<file path="src/rtl/store_monitor.sv">
// store_monitor: self-check stage that watches the data-memory write port of
// the processor and reports a sticky pass/fail verdict along with run statistics.
//
// Ports:
//   clk          system clock; all logic on the rising edge
//   reset        synchronous, active-high; shared with the processor
//   MemWrite     store strobe
//   DataAdr      store address
//   WriteData    store data
//   done         sticky; the test has ended
//   pass         sticky; ended by a PASS_ADR/PASS_DATA store
//   fail         sticky; ended by a bad store or a timeout
//   timeout      sticky; the fail was caused by the timeout
//   state        00 RUN, 01 PASS, 10 FAIL (11 never driven)
//   store_count  accepted stores, saturating at all-ones
//   cycle_count  RUN cycles since reset deassertion
//   last_adr     address of the most recent accepted store
//   last_data    data of the most recent accepted store
module store_monitor #(
  parameter logic [31:0] PASS_ADR       = 32'd100,
  parameter logic [31:0] PASS_DATA      = 32'd7,
  parameter logic [31:0] IGNORE_ADR     = 32'd96,
  parameter logic [31:0] TIMEOUT_CYCLES = 32'd1000,
  parameter int unsigned CNT_W          = 16
) (
  input  logic             clk,
  input  logic             reset,
  input  logic             MemWrite,
  input  logic [31:0]      DataAdr,
  input  logic [31:0]      WriteData,
  output logic             done,
  output logic             pass,
  output logic             fail,
  output logic             timeout,
  output logic [1:0]       state,
  output logic [CNT_W-1:0] store_count,
  output logic [31:0]      cycle_count,
  output logic [31:0]      last_adr,
  output logic [31:0]      last_data
);

  typedef enum logic [1:0] {
    StRun  = 2'b00,
    StPass = 2'b01,
    StFail = 2'b10
  } state_e;

  state_e             r_state, w_state_d;
  logic               r_done, w_done_d;
  logic               r_pass, w_pass_d;
  logic               r_fail, w_fail_d;
  logic               r_timeout, w_timeout_d;
  logic [CNT_W-1:0]   r_store_cnt, w_store_cnt_d;
  logic [31:0]        r_cycle_cnt, w_cycle_cnt_d;
  logic [31:0]        r_last_adr, w_last_adr_d;
  logic [31:0]        r_last_data, w_last_data_d;

  always_comb begin
    w_state_d     = r_state;
    w_timeout_d   = r_timeout;
    w_store_cnt_d = r_store_cnt;
    w_cycle_cnt_d = r_cycle_cnt;
    w_last_adr_d  = r_last_adr;
    w_last_data_d = r_last_data;

    // Terminal states hold everything; only RUN advances.
    if (r_state == StRun) begin
      w_cycle_cnt_d = r_cycle_cnt + 32'd1;
      if (MemWrite) begin
        w_last_adr_d  = DataAdr;
        w_last_data_d = WriteData;
        if (r_store_cnt != {CNT_W{1'b1}}) begin
          w_store_cnt_d = r_store_cnt + 1'b1;
        end
        if (DataAdr == PASS_ADR) begin
          w_state_d = (WriteData == PASS_DATA) ? StPass : StFail;
        end else if (DataAdr != IGNORE_ADR) begin
          w_state_d = StFail;
        end
      end else if ((TIMEOUT_CYCLES != 32'd0) && (w_cycle_cnt_d == TIMEOUT_CYCLES)) begin
        // A store on the same edge takes the branch above, so timeout stays 0 then.
        w_state_d   = StFail;
        w_timeout_d = 1'b1;
      end
    end

    w_done_d = (w_state_d != StRun);
    w_pass_d = (w_state_d == StPass);
    w_fail_d = (w_state_d == StFail);
  end

  always_ff @(posedge clk) begin
    if (reset) begin
      r_state     <= StRun;
      r_done      <= 1'b0;
      r_pass      <= 1'b0;
      r_fail      <= 1'b0;
      r_timeout   <= 1'b0;
      r_store_cnt <= '0;
      r_cycle_cnt <= '0;
      r_last_adr  <= '0;
      r_last_data <= '0;
    end else begin
      r_state     <= w_state_d;
      r_done      <= w_done_d;
      r_pass      <= w_pass_d;
      r_fail      <= w_fail_d;
      r_timeout   <= w_timeout_d;
      r_store_cnt <= w_store_cnt_d;
      r_cycle_cnt <= w_cycle_cnt_d;
      r_last_adr  <= w_last_adr_d;
      r_last_data <= w_last_data_d;
    end
  end

  assign done        = r_done;
  assign pass        = r_pass;
  assign fail        = r_fail;
  assign timeout     = r_timeout;
  assign state       = r_state;
  assign store_count = r_store_cnt;
  assign cycle_count = r_cycle_cnt;
  assign last_adr    = r_last_adr;
  assign last_data   = r_last_data;

endmodule

</file>
<file path="config.mk">
export PLATFORM = sky130hd
export DESIGN_NAME = store_monitor
export DESIGN_NICKNAME = d
export VERILOG_FILES = /design/src/rtl/store_monitor.sv
export SDC_FILE = /design/constraint.sdc
export NUM_CORES = 1
export LEC_CHECK = 0
export CAP_MARGIN = 0
export CORE_ASPECT_RATIO = 1.2
export CORE_MARGIN = 2
export CORE_UTILIZATION = 45
export CTS_BUF_LIST = sky130_fd_sc_hd__clkbuf_16
export DETAILED_ROUTE_END_ITERATION = 8
export GPL_TIMING_DRIVEN = 1
export PLACE_DENSITY = 0.88
export SETUP_SLACK_MARGIN = 0.15
export SYNTH_ARGS = -nofsm -noshare
export SYNTH_HDL_FRONTEND = slang
export SYNTH_SLANG_ARGS = --single-unit
</file>
<file path="constraint.sdc">
create_clock -name clk -period 3 [get_ports clk]
set_input_delay 0.9 -clock clk [delete_from_list [all_inputs] [get_ports clk]]
set_output_delay 0.9 -clock clk [all_outputs]
set_load 0.02 [all_outputs]
</file>
* After elaboration in Yosys (flattened, before gate mapping)
Cells that the tools add are included.
Word-level totals: flip-flop bits (word level) 118, bits of input ports 67, output and inout bits 118, logic and storage cells 30
Cells by class: add/sub/neg operators 2, equal/unequal tests 7, muxes and demuxes 6, bitwise gates (word level) 1, reduce and logical (&&, ||, !) cells 5
Operators by type and width (number):
- adder 32 x 1 -> 32 bit, second input constant | 1
- == test 32 x 10 -> 1 bit, second input constant | 1
- == test 32 x 3 -> 1 bit, second input constant | 1
- == test 32 x 7 -> 1 bit, second input constant | 1
- != test 32 x 7 -> 1 bit, second input constant | 1
- adder 16 x 1 -> 16 bit, second input constant | 1
- != test 16 bit, second input constant | 1
- 2-to-1 mux 2 bit | 6
- AND reduction 3 bit | 2
- == test 2 x 1 -> 1 bit, second input constant | 1
- == test 2 bit, second input constant | 1
- zero test 2 bit | 1
- AND reduction 2 bit | 1
- nonzero test 2 bit | 1
- inverter 1 bit | 1

* Depth between registers and ports, before layout
Gate-level depths: netlist of the first run.
depth after elaboration 6, mapped depth 9, mapped depth without buffers 8

* Worst setup path after synthesis of the first run
Ideal clock, no wire load.
path kind reg2reg, start register r_cycle_cnt[0], in the netlist cycle_count[0], end register r_fail, in the netlist fail, setup time 0.066 ns, arrival time 2.624 ns, data required time 2.934 ns, path slack 0.310 ns, cell stages (with the launch flop) 10, path buffers 1, clock period less this slack 2.690 ns, cells stage by stage dfxtp_1 -> ha_1 -> nand3_1 -> or4_1 -> clkbuf_1 -> nor3_1 -> xnor2_1 -> o2111ai_1 -> or4b_4 -> a21boi_2
On the way: longest elaborated chain between the ends 6
RTL lines:
- start, declared | RTL line 54 | logic [31:0] r_cycle_cnt, w_cycle_cnt_d;
- start signal, assigned | RTL line 110 | r_cycle_cnt <= w_cycle_cnt_d;
- adder 32 x 1 -> 32 bit | RTL line 68 | w_cycle_cnt_d = r_cycle_cnt + 32'd1;
- == test 32 x 10 -> 1 bit | RTL line 80 | end else if ((TIMEOUT_CYCLES != 32'd0) && (w_cycle_cnt_d == TIMEOUT_CYCLES)) begin
- 2-to-1 mux 2 bit | RTL line 80
- 2-to-1 mux 2 bit | RTL line 69 | if (MemWrite) begin
- 2-to-1 mux 2 bit | RTL line 67 | if (r_state == StRun) begin
- == test 2 bit | RTL line 89 | w_fail_d = (w_state_d == StFail);
- end signal, assigned | RTL line 107 | r_fail <= w_fail_d;
- end, declared | RTL line 51 | logic r_fail, w_fail_d;
No other way between the ends. A chain may end at the register's enable or synchronous reset.

* Worst setup path after layout of the first run
Ends and elaborated chain as after synthesis.

==> results_dict.tcl, run 1 <==
set metrics [dict create \
    outcome "finished, final reports clean" \
    crit_chain "ha_2, nand3_1, or4_4, nor3_1, xnor2_1, o2111ai_1, or4b_4, a21boi_2" \
    yosysTopAreaCell "dfxtp_1" \
    cts_sinks 118 \
    gp_congestion 0.855 \
    arrival_ns 2.99 \
    die_h_microns 121 \
    dr_total_vias 5267 \
    hpwl_microns 10400 \
    ir_drop_v 0.000349 \
    die_area_sq_um 12300 \
    hold-path-endpoint "last_adr[13]" \
    startpoint "cycle_count[0]" \
    final_util_pct 69.9 \
    final_common_cell "clkdlybuf4s50_1" \
    nNetsFinal 902 \
    mostFrequentLayoutCells "clkdlybuf4s50_1 (183), nand2_1 (158), dfxtp_1 (116)" \
    ys.flop_type "dfxtp_1" \
    antenna_found_initial 0 \
    path_buf_inv 0 \
    drv_slew 0 \
    clkPwrFrac_pct 47.4 \
    synth.top_cell.area_share_pct 45.8 \
    r2r-end "fail" \
    path_clk_slew_ns 0.05 \
    drive_gt1_share_pct 8.18 \
    core_sq_um 11100 \
    cts_htree_levels 4 \
    combPwrFrac_pct 12.0 \
    p_sw_uw 971 \
    ys_warn_count 0 \
    finalWorstSetupSlack_ns 0.347 \
    synth.distinct_cells 47 \
    clockBufferDepth 2 \
    crit_family "simple AND/OR/NAND/NOR gates" \
    min_period_ns 2.65 \
    root_buffer "clkbuf_16" \
    wl_met3_microns 1050 \
    post-route-period-util_pct 88.4 \
    tritoncts "yes" \
    syn_nets 722 \
    synth_area_sq_um 5150 \
    cpPeakStageDelay_ns 0.58 \
    cp_max_fo 8 \
    insertion_delay_ns 0.41 \
    grt_usage_pct 23.7 \
    seqPwrFrac_pct 40.6 \
    synth-seq-cells 118 \
    p_per_area_nw_per_um2 531 \
    synth_cells 652 \
    topRoutingLayerUsed "met4" \
    finalPower_uw 4120 \
    post-route-drc-count 0 \
    leakagePower_uw 0.00282 \
    worstMarginPinSlew_ns 0.489 \
    fmax_mhz 377 \
    diodes 0 \
    wl_met2_microns 7540 \
    worst_hold_path_type "reg2reg" \
    hold_path_startpoint "last_adr[13]" \
    syn_avg_cell_area_sq_um 7.91 \
    tns_ns 0 \
    grt_max_degree 48 \
    initial_core_util_pct 46.5 \
    r2r_start "cycle_count[0]" \
    area_growth_syn_to_layout_pct 50.4 \
    core.rowCount 42 \
    worstSetupPathType "reg2reg" \
    routed_wl_microns 14700 \
    hold-path-cell-count 2 \
    yosys-top-cells-area "dfxtp_1 (46%), nand2_1 (12%), a21oi_1 (7.2%)" \
    internal-power_uw 3150 \
    ant_nets 0 \
    max_cap_violations 0 \
    maxSlewHeadroom_pct 67.4 \
    critPathLaunchType "flop" \
    drt_first_pass_iters 5 \
    end_kind "flop" \
    skew_ns 0.0121 \
    r2r.worst_path.cells 8 \
    grt_pass1_vias 4844 \
    grt_first_pass_wirelength_microns 23100 \
    die_w_microns 102 \
    ios 185 \
    p_sw_share_pct 23.6 \
    synth_edf_count 0 \
    yosysSeqAreaShare_pct 45.8 \
    rsz0062_at_grt "no" \
    finalSetupViolations 0 \
    critPathSlowestCell "or4b_4" \
    via_per_inst 5.28 \
    grt.overflow.total 0 \
    dp_slack_ns -0.0337 \
    wl_met1_microns 5710 \
    port_buffers 184 \
    drt-initial-drc-count 311 \
    synthArstFlopShare_pct 0 \
    final_hold_viol_count 0 \
    cp_data_required_time_ns 3.34 \
    reg2reg_slack_ns 0.35 \
    drt-wirelength-per-cell_microns 14.8 \
    cts_made_buffers 17 \
]
[power groups by stage]
stage / clock, uW / combinational (uW) / sequential (uW)
5_1_grt: 2080 / 531 / 1680
3_5_place_dp: 0 / 493 / 1700
3_3_place_gp: 0 / 488 / 1700
4_1_cts: 1990 / 495 / 1670
6_report: 1950 / 493 / 1670
2_1_floorplan: 0 / 145 / 1780
[synthesized netlist by cell type (3+ instances only)]
| library cell | number |
|---|---|
| buf_2 | 4 |
| and4_1 | 4 |
| xnor2_1 | 27 |
| xor2_1 | 23 |
| dfxtp_1 | 118 |
| nor3_1 | 9 |
| nand2_1 | 159 |
| nand4_1 | 22 |
| buf_1 | 3 |
| a21oi_1 | 74 |
| clkbuf_1 | 36 |
| and3_1 | 7 |
| ha_1 | 3 |
| inv_1 | 7 |
| or2_2 | 3 |
| nor4_1 | 18 |
| nand3_1 | 18 |
| or3_1 | 7 |
| nor2_1 | 66 |
| and2_1 | 3 |
| o21ai_0 | 10 |
[worst min-delay path, stage by stage, from the launching register on]
cell and delay (ns):
dfxtp_1 0.30, nand2_1 0.05, a21oi_1 0.05
[registers in the layout, summed over array words and instances, names as in the netlist]
signal,count
cycle_count,32
done,1
fail,1
last_adr,32
last_data,32
pass,1
state,2
store_count,16
timeout,1
[metal layers]
metal  GRT usage, %  up-vias
li1               -     2577
met1           27.7     2457
met2           40.9      195
met3           5.36       38
met4           10.4        0
met5              0        -
[area by class of cell]
| class | instances | area [sq um] |
|---|---|---|
| inverter | 7 | 26.3 |
| tap | 154 | 193 |
| fill | 863 | 3330 |
| timing repair buffer | 204 | 1990 |
| multi-input combinational | 484 | 2610 |
| clock buffer | 17 | 425 |
| clock inverter | 14 | 145 |
| sequential | 118 | 2360 |
[logic make-up after synthesis]
kind of cell	synth area share [%]
compound gates	10.9
buf+inv	3.74
mux	0.388
flops	45.8
xor+xnor	8.50
fa+ha+maj	0.728
simple gates	29.9
[timing repair]
action,4_1_cts,5_1_grt
endpoints found under the setup margin,1,4
setup buffers,0,1
pin swaps,0,1
gates resized for setup,1,3
hold buffers,0,0
[through the flow]
stage | hold slack [ns] | std cells | area [sq um]
after CTS | 0.452 | 997 | 7740
after detailed placement | 0.446 | 966 | 7170
after global placement | 0.441 | 966 | 7170
after floorplan | 0.535 | 652 | 5150
after global routing | 0.472 | 998 | 7750
final | 0.451 | 998 | 7750
[worst max-delay path by stage]
stage	to	slack, ns	cells past startpoint
after floorplan	fail	0.31	9
after global placement	fail	0.06	7
after detailed placement	fail	-0.03	7
after CTS	fail	0.17	7
after global routing	fail	0.17	7
final	fail	0.35	8
Power figures use the tool's default switching activity.
==> inputs of run 2 (changes only) <==
--- a/config.mk
+++ b/config.mk
@@ -6,8 +6,8 @@
 export NUM_CORES = 1
 export LEC_CHECK = 0
 export CAP_MARGIN = 0
-export CORE_ASPECT_RATIO = 1.2
-export CORE_MARGIN = 2
+export CORE_ASPECT_RATIO = 0.75
+export CORE_MARGIN = 1
 export CORE_UTILIZATION = 45
 export CTS_BUF_LIST = sky130_fd_sc_hd__clkbuf_16
 export DETAILED_ROUTE_END_ITERATION = 8
==> run 2 against run 1 <==
Net effect: clock skew decreased by 0.0022 ns; highest routed layer unchanged; die area decreased by 3.6%; design area decreased by 0.79%; combinational power increased by 4%; cell count decreased by 1.9%; total power decreased by 1.6%; sequential share of layout area increased by 0.21 points; critical path depth decreased by 1; fmax decreased by 1.3%; the run now ends with DRC left; critical path type unchanged; sequential power about the same; core utilization decreased by 0.15 points; largest cell class unchanged.
==> results_dict.tcl, run 2 (synthesized netlist as in run 1, its figures left out) <==
set metrics [dict create \
    outcome "complete, but fails checks" \
    violations "DRC" \
    grt_max_degree 65 \
    r2r_start "cycle_count[11]" \
    cp_data_required_time_ns 3.34 \
    insertion_delay_ns 0.40 \
    antenna_found_initial 0 \
    post-route-period-util_pct 89.6 \
    die_h_microns 94.7 \
    grt_usage_pct 24.7 \
    clkPwrFrac_pct 46.3 \
    grt_pass1_vias 4710 \
    drt_first_pass_iters 7 \
    ios 185 \
    diodes 0 \
    path_clk_slew_ns 0.05 \
    final_util_pct 69.8 \
    tritoncts "yes" \
    nNetsFinal 898 \
    p_sw_share_pct 24.4 \
    post-route-drc-count 12 \
    seqPwrFrac_pct 41.1 \
    fmax_mhz 372 \
    combPwrFrac_pct 12.6 \
    critPathLaunchType "flop" \
    grt.overflow.total 0 \
    internal-power_uw 3070 \
    drt-initial-drc-count 273 \
    area_growth_syn_to_layout_pct 49.2 \
    arrival_ns 3.03 \
    hold_path_startpoint "last_data[23]" \
    leakagePower_uw 0.00278 \
    cts_made_buffers 17 \
    p_per_area_nw_per_um2 527 \
    placed_area_sq_um 7140 \
    reg2reg_slack_ns 0.31 \
    final_hold_viol_count 0 \
    cts_htree_levels 4 \
    mostFrequentLayoutCells "clkdlybuf4s50_1 (183), nand2_1 (158), dfxtp_1 (118)" \
    gp_congestion 0.924 \
    dr_total_vias 5179 \
    drv_slew 0 \
    final_common_cell "clkdlybuf4s50_1" \
    max_cap_violations 0 \
    maxSlewHeadroom_pct 65.8 \
    cts_sinks 118 \
    tns_ns 0 \
    worstSetupPathType "reg2reg" \
    skew_ns 0.00990 \
    initial_core_util_pct 46.8 \
    worstMarginPinSlew_ns 0.508 \
    drt-wirelength-per-cell_microns 15.1 \
    post_cts_buffers 0 \
    root_buffer "clkbuf_16" \
    min_period_ns 2.69 \
    cp_max_fo 8 \
    worst_hold_path_type "reg2reg" \
    core.rowCount 33 \
    grt_first_pass_wirelength_microns 23100 \
    end_kind "flop" \
    drive_gt1_share_pct 7.39 \
    via_per_inst 5.29 \
    routed_wl_microns 14800 \
    port_buffers 184 \
    ir_drop_v 0.000360 \
    die_area_sq_um 11900 \
    finalPower_uw 4050 \
    die_w_microns 126 \
    finalSetupViolations 0 \
    hpwl_microns 10400 \
    fin_area_sq_um 7690 \
    p_sw_uw 988 \
    clockBufferDepth 2 \
    ant_nets 0 \
    startpoint "cycle_count[11]" \
    rsz0062_at_grt "no" \
    core_sq_um 11000 \
]
run 2: cell count changes in the layout (fill, tap and decap cells not counted), moves of 2 or more:
cell / change
buf_4: -5
clkinv_1: +2
dfxtp_1: +2
dfxtp_2: -2
inv_1: -2
run 2: final cells by class:
type / instances / area, sq um
Inverter: 7 / 26.3
Sequential cell: 118 / 2360
Clock buffer: 17 / 425
Clock inverter: 13 / 118
Fill cell: 837 / 3330
Tap cell: 140 / 175
Multi-Input combinational cell: 484 / 2610
Timing Repair Buffer: 200 / 1970
run 2: metal layers:
layer | track usage (%) | part of all wire, % | routed length, microns | vias to the layer above
li1 | - | - | - | 2560
met1 | 29.9 | 43 | 6320 | 2403
met2 | 40.5 | 46 | 6840 | 202
met3 | 10.1 | 10 | 1480 | 14
met4 | 7.11 | 0.86 | 127 | 0
met5 | 0 | 0 | 0 | -
run 2: worst max-delay path: stages, from the launching register on:
cell,delay [ns]
dfxtp_1,0.47
nand3_1,0.27
or4_4,0.61
nor3_1,0.24
xnor2_1,0.19
o2111ai_1,0.14
or4b_4,0.56
a21boi_2,0.14
run 2: worst paths after layout:
| check | endpoint | cells after the start |
|---|---|---|
| hold / removal | last_data[23] | 2 |
| setup reg to reg | fail | 7 |
| hold reg to reg | last_data[23] | 2 |
| setup / recovery | fail | 7 |
run 2: repair_timing:
action / 4_1_cts / 5_1_grt
gates resized for setup: 0 / 2
setup endpoints to repair: 0 / 4
hold buffers: 0 / 0
run 2: per-stage QoR:
stage                     cells  hold WS [ns]  setup slack [ns]
after floorplan             652         0.535             0.310
after global placement      949         0.441            0.0684
after detailed placement    949         0.445            0.0168
after CTS                   979         0.453             0.248
after global routing        979         0.470             0.176
final                       979         0.450             0.312
run 2: power groups by stage:
stage          clock [uW]  combinational [uW]  sequential, uW
4_1_cts              1910                 511            1670
5_1_grt              1970                 549            1670
6_report             1880                 511            1670
2_1_floorplan           0                 145            1780
3_5_place_dp            0                 507            1700
3_3_place_gp            0                 500            1700
==> inputs of run 3 (changes only) <==
--- a/config.mk
+++ b/config.mk
@@ -11,8 +11,9 @@
 export CORE_UTILIZATION = 45
 export CTS_BUF_LIST = sky130_fd_sc_hd__clkbuf_16
 export DETAILED_ROUTE_END_ITERATION = 8
+export DONT_BUFFER_PORTS = 1
 export GPL_TIMING_DRIVEN = 1
-export PLACE_DENSITY = 0.88
+export PLACE_DENSITY = 0.68
 export SETUP_SLACK_MARGIN = 0.15
 export SYNTH_ARGS = -nofsm -noshare
 export SYNTH_HDL_FRONTEND = slang
==> constraint.sdc (replaced) <==
create_clock -name clk -period 3.3 [get_ports clk]
set_input_delay 0.99 -clock clk [delete_from_list [all_inputs] [get_ports clk]]
set_output_delay 0.99 -clock clk [all_outputs]
set_load 0.02 [all_outputs]
==> run 3 against run 2 <==
Net effect: the run still ends with DRC left; die area stayed put; cell count is 19% lower; largest cell class unchanged; highest routed layer unchanged; largest power group unchanged; combinational power is 69% lower.
==> results_dict.tcl, run 3 (synthesized netlist as in run 1, its figures left out) <==
set metrics [dict create \
    outcome "complete, but fails checks" \
    violations "DRC" \
    drt_first_pass_iters 8 \
    drv_slew 0 \
    grt_first_pass_wirelength_microns 20600 \
    ir_drop_v 0.000368 \
    leakagePower_uw 0.00212 \
    post_cts_buffers 0 \
    final_common_cell "nand2_1" \
    rsz0062_at_grt "no" \
    antenna_found_initial 0 \
    hpwl_microns 9370 \
    die_w_microns 126 \
    maxSlewHeadroom_pct 53.9 \
    max_cap_violations 0 \
    grt_max_degree 118 \
    gp_congestion 0.884 \
    clkPwrFrac_pct 51.4 \
    drt-initial-drc-count 338 \
    post-route-period-util_pct 89.0 \
    via_per_inst 5.67 \
    p_per_area_nw_per_um2 615 \
    fmax_mhz 341 \
    insertion_delay_ns 0.40 \
    nNetsFinal 712 \
    port_buffers 0 \
    grt_usage_pct 21.8 \
    core.rowCount 33 \
    startpoint "cycle_count[8]" \
    p_sw_uw 827 \
    dr_total_vias 4495 \
    die_h_microns 94.7 \
    cts_hold_buf 0 \
    tns_ns 0 \
    tritoncts "yes" \
    finalSetupViolations 0 \
    diodes 0 \
    area_growth_syn_to_layout_pct 13.7 \
    path_clk_slew_ns 0.06 \
    final_util_pct 53.2 \
    hold_path_startpoint "last_data[25]" \
    grt_pass1_vias 4132 \
    die_area_sq_um 11900 \
    internal-power_uw 2780 \
    cts_sinks 118 \
    cts_made_buffers 17 \
    mostFrequentLayoutCells "nand2_1 (158), dfxtp_1 (118), a21oi_1 (74)" \
    n_fill_cell 1040 \
    arrival_ns 3.26 \
    worstMarginPinSlew_ns 0.685 \
    post-route-drc-count 10 \
    cp_data_required_time_ns 3.62 \
    ant_nets 0 \
    core_sq_um 11000 \
    clockBufferDepth 2 \
    worstSetupPathType "reg2reg" \
    initial_core_util_pct 46.8 \
    worst_hold_path_type "reg2reg" \
    ios 185 \
    end_kind "flop" \
    cp_max_fo 9 \
    drive_gt1_share_pct 8.73 \
    drt-wirelength-per-cell_microns 16.9 \
    combPwrFrac_pct 4.3 \
    r2r_start "cycle_count[8]" \
    final_hold_viol_count 0 \
    routed_wl_microns 13400 \
    grt.overflow.total 0 \
    min_period_ns 2.94 \
    critPathLaunchType "flop" \
    root_buffer "clkbuf_16" \
    cts_htree_levels 4 \
    cts_resized 0 \
    skew_ns 0.00872 \
    seqPwrFrac_pct 44.3 \
    p_sw_share_pct 22.9 \
]
## run 3: worst paths after layout
path | to | slack [ns] | depth (start not counted)
setup / recovery | fail | 0.36 | 7
hold / removal | last_data[25] | 0.55 | 2
setup reg to reg | fail | 0.36 | 7
hold reg to reg | last_data[25] | 0.55 | 2
## run 3: worst max-delay path: stages (launching register included)
cell and delay, ns:
dfxtp_1 0.56, nand4_4 0.19, nor4_4 0.51, o2111ai_1 0.25, a2111oi_2 0.42, o2111ai_1 0.17
or4b_4 0.57, a21boi_2 0.17
## run 3: power groups by stage
stage	Clock, uW	Combinational [uW]	Sequential, uW
after floorplan	0	132	1620
after global routing	1960	177	1600
final	1850	156	1600
after CTS	1880	157	1600
after detailed placement	0	157	1630
after global placement	0	149	1620
## run 3: layout make-up
type	count	area, sq um	share of cell area [%]
Clock buffer	17	425	7.26
Clock inverter	13	165	2.82
Inverter	7	26.3	0.448
Multi-Input combinational cell	484	2600	44.4
Sequential cell	118	2360	40.3
Tap cell	140	175	2.99
Timing Repair Buffer	14	105	1.79
## run 3: through the flow
| stage | instance area, sq um | hold slack (ns) | std cells | power [uW] | setup WS (ns) |
|---|---|---|---|---|---|
| 6_report | 5860 | 0.552 | 793 | 3610 | 0.364 |
| 5_1_grt | 5860 | 0.572 | 793 | 3740 | 0.208 |
| 4_1_cts | 5860 | 0.552 | 793 | 3640 | 0.315 |
| 3_5_place_dp | 5270 | 0.541 | 763 | 1780 | 0.334 |
| 3_3_place_gp | 5270 | 0.540 | 763 | 1770 | 0.486 |
| 2_1_floorplan | 5150 | 0.535 | 652 | 1750 | 0.610 |
## run 3: layer usage
layer	routed length (microns)	track usage (%)
met5	0	0
met2	6220	34.5
met1	5730	27.2
met3	1380	9.35
met4	83	6.00
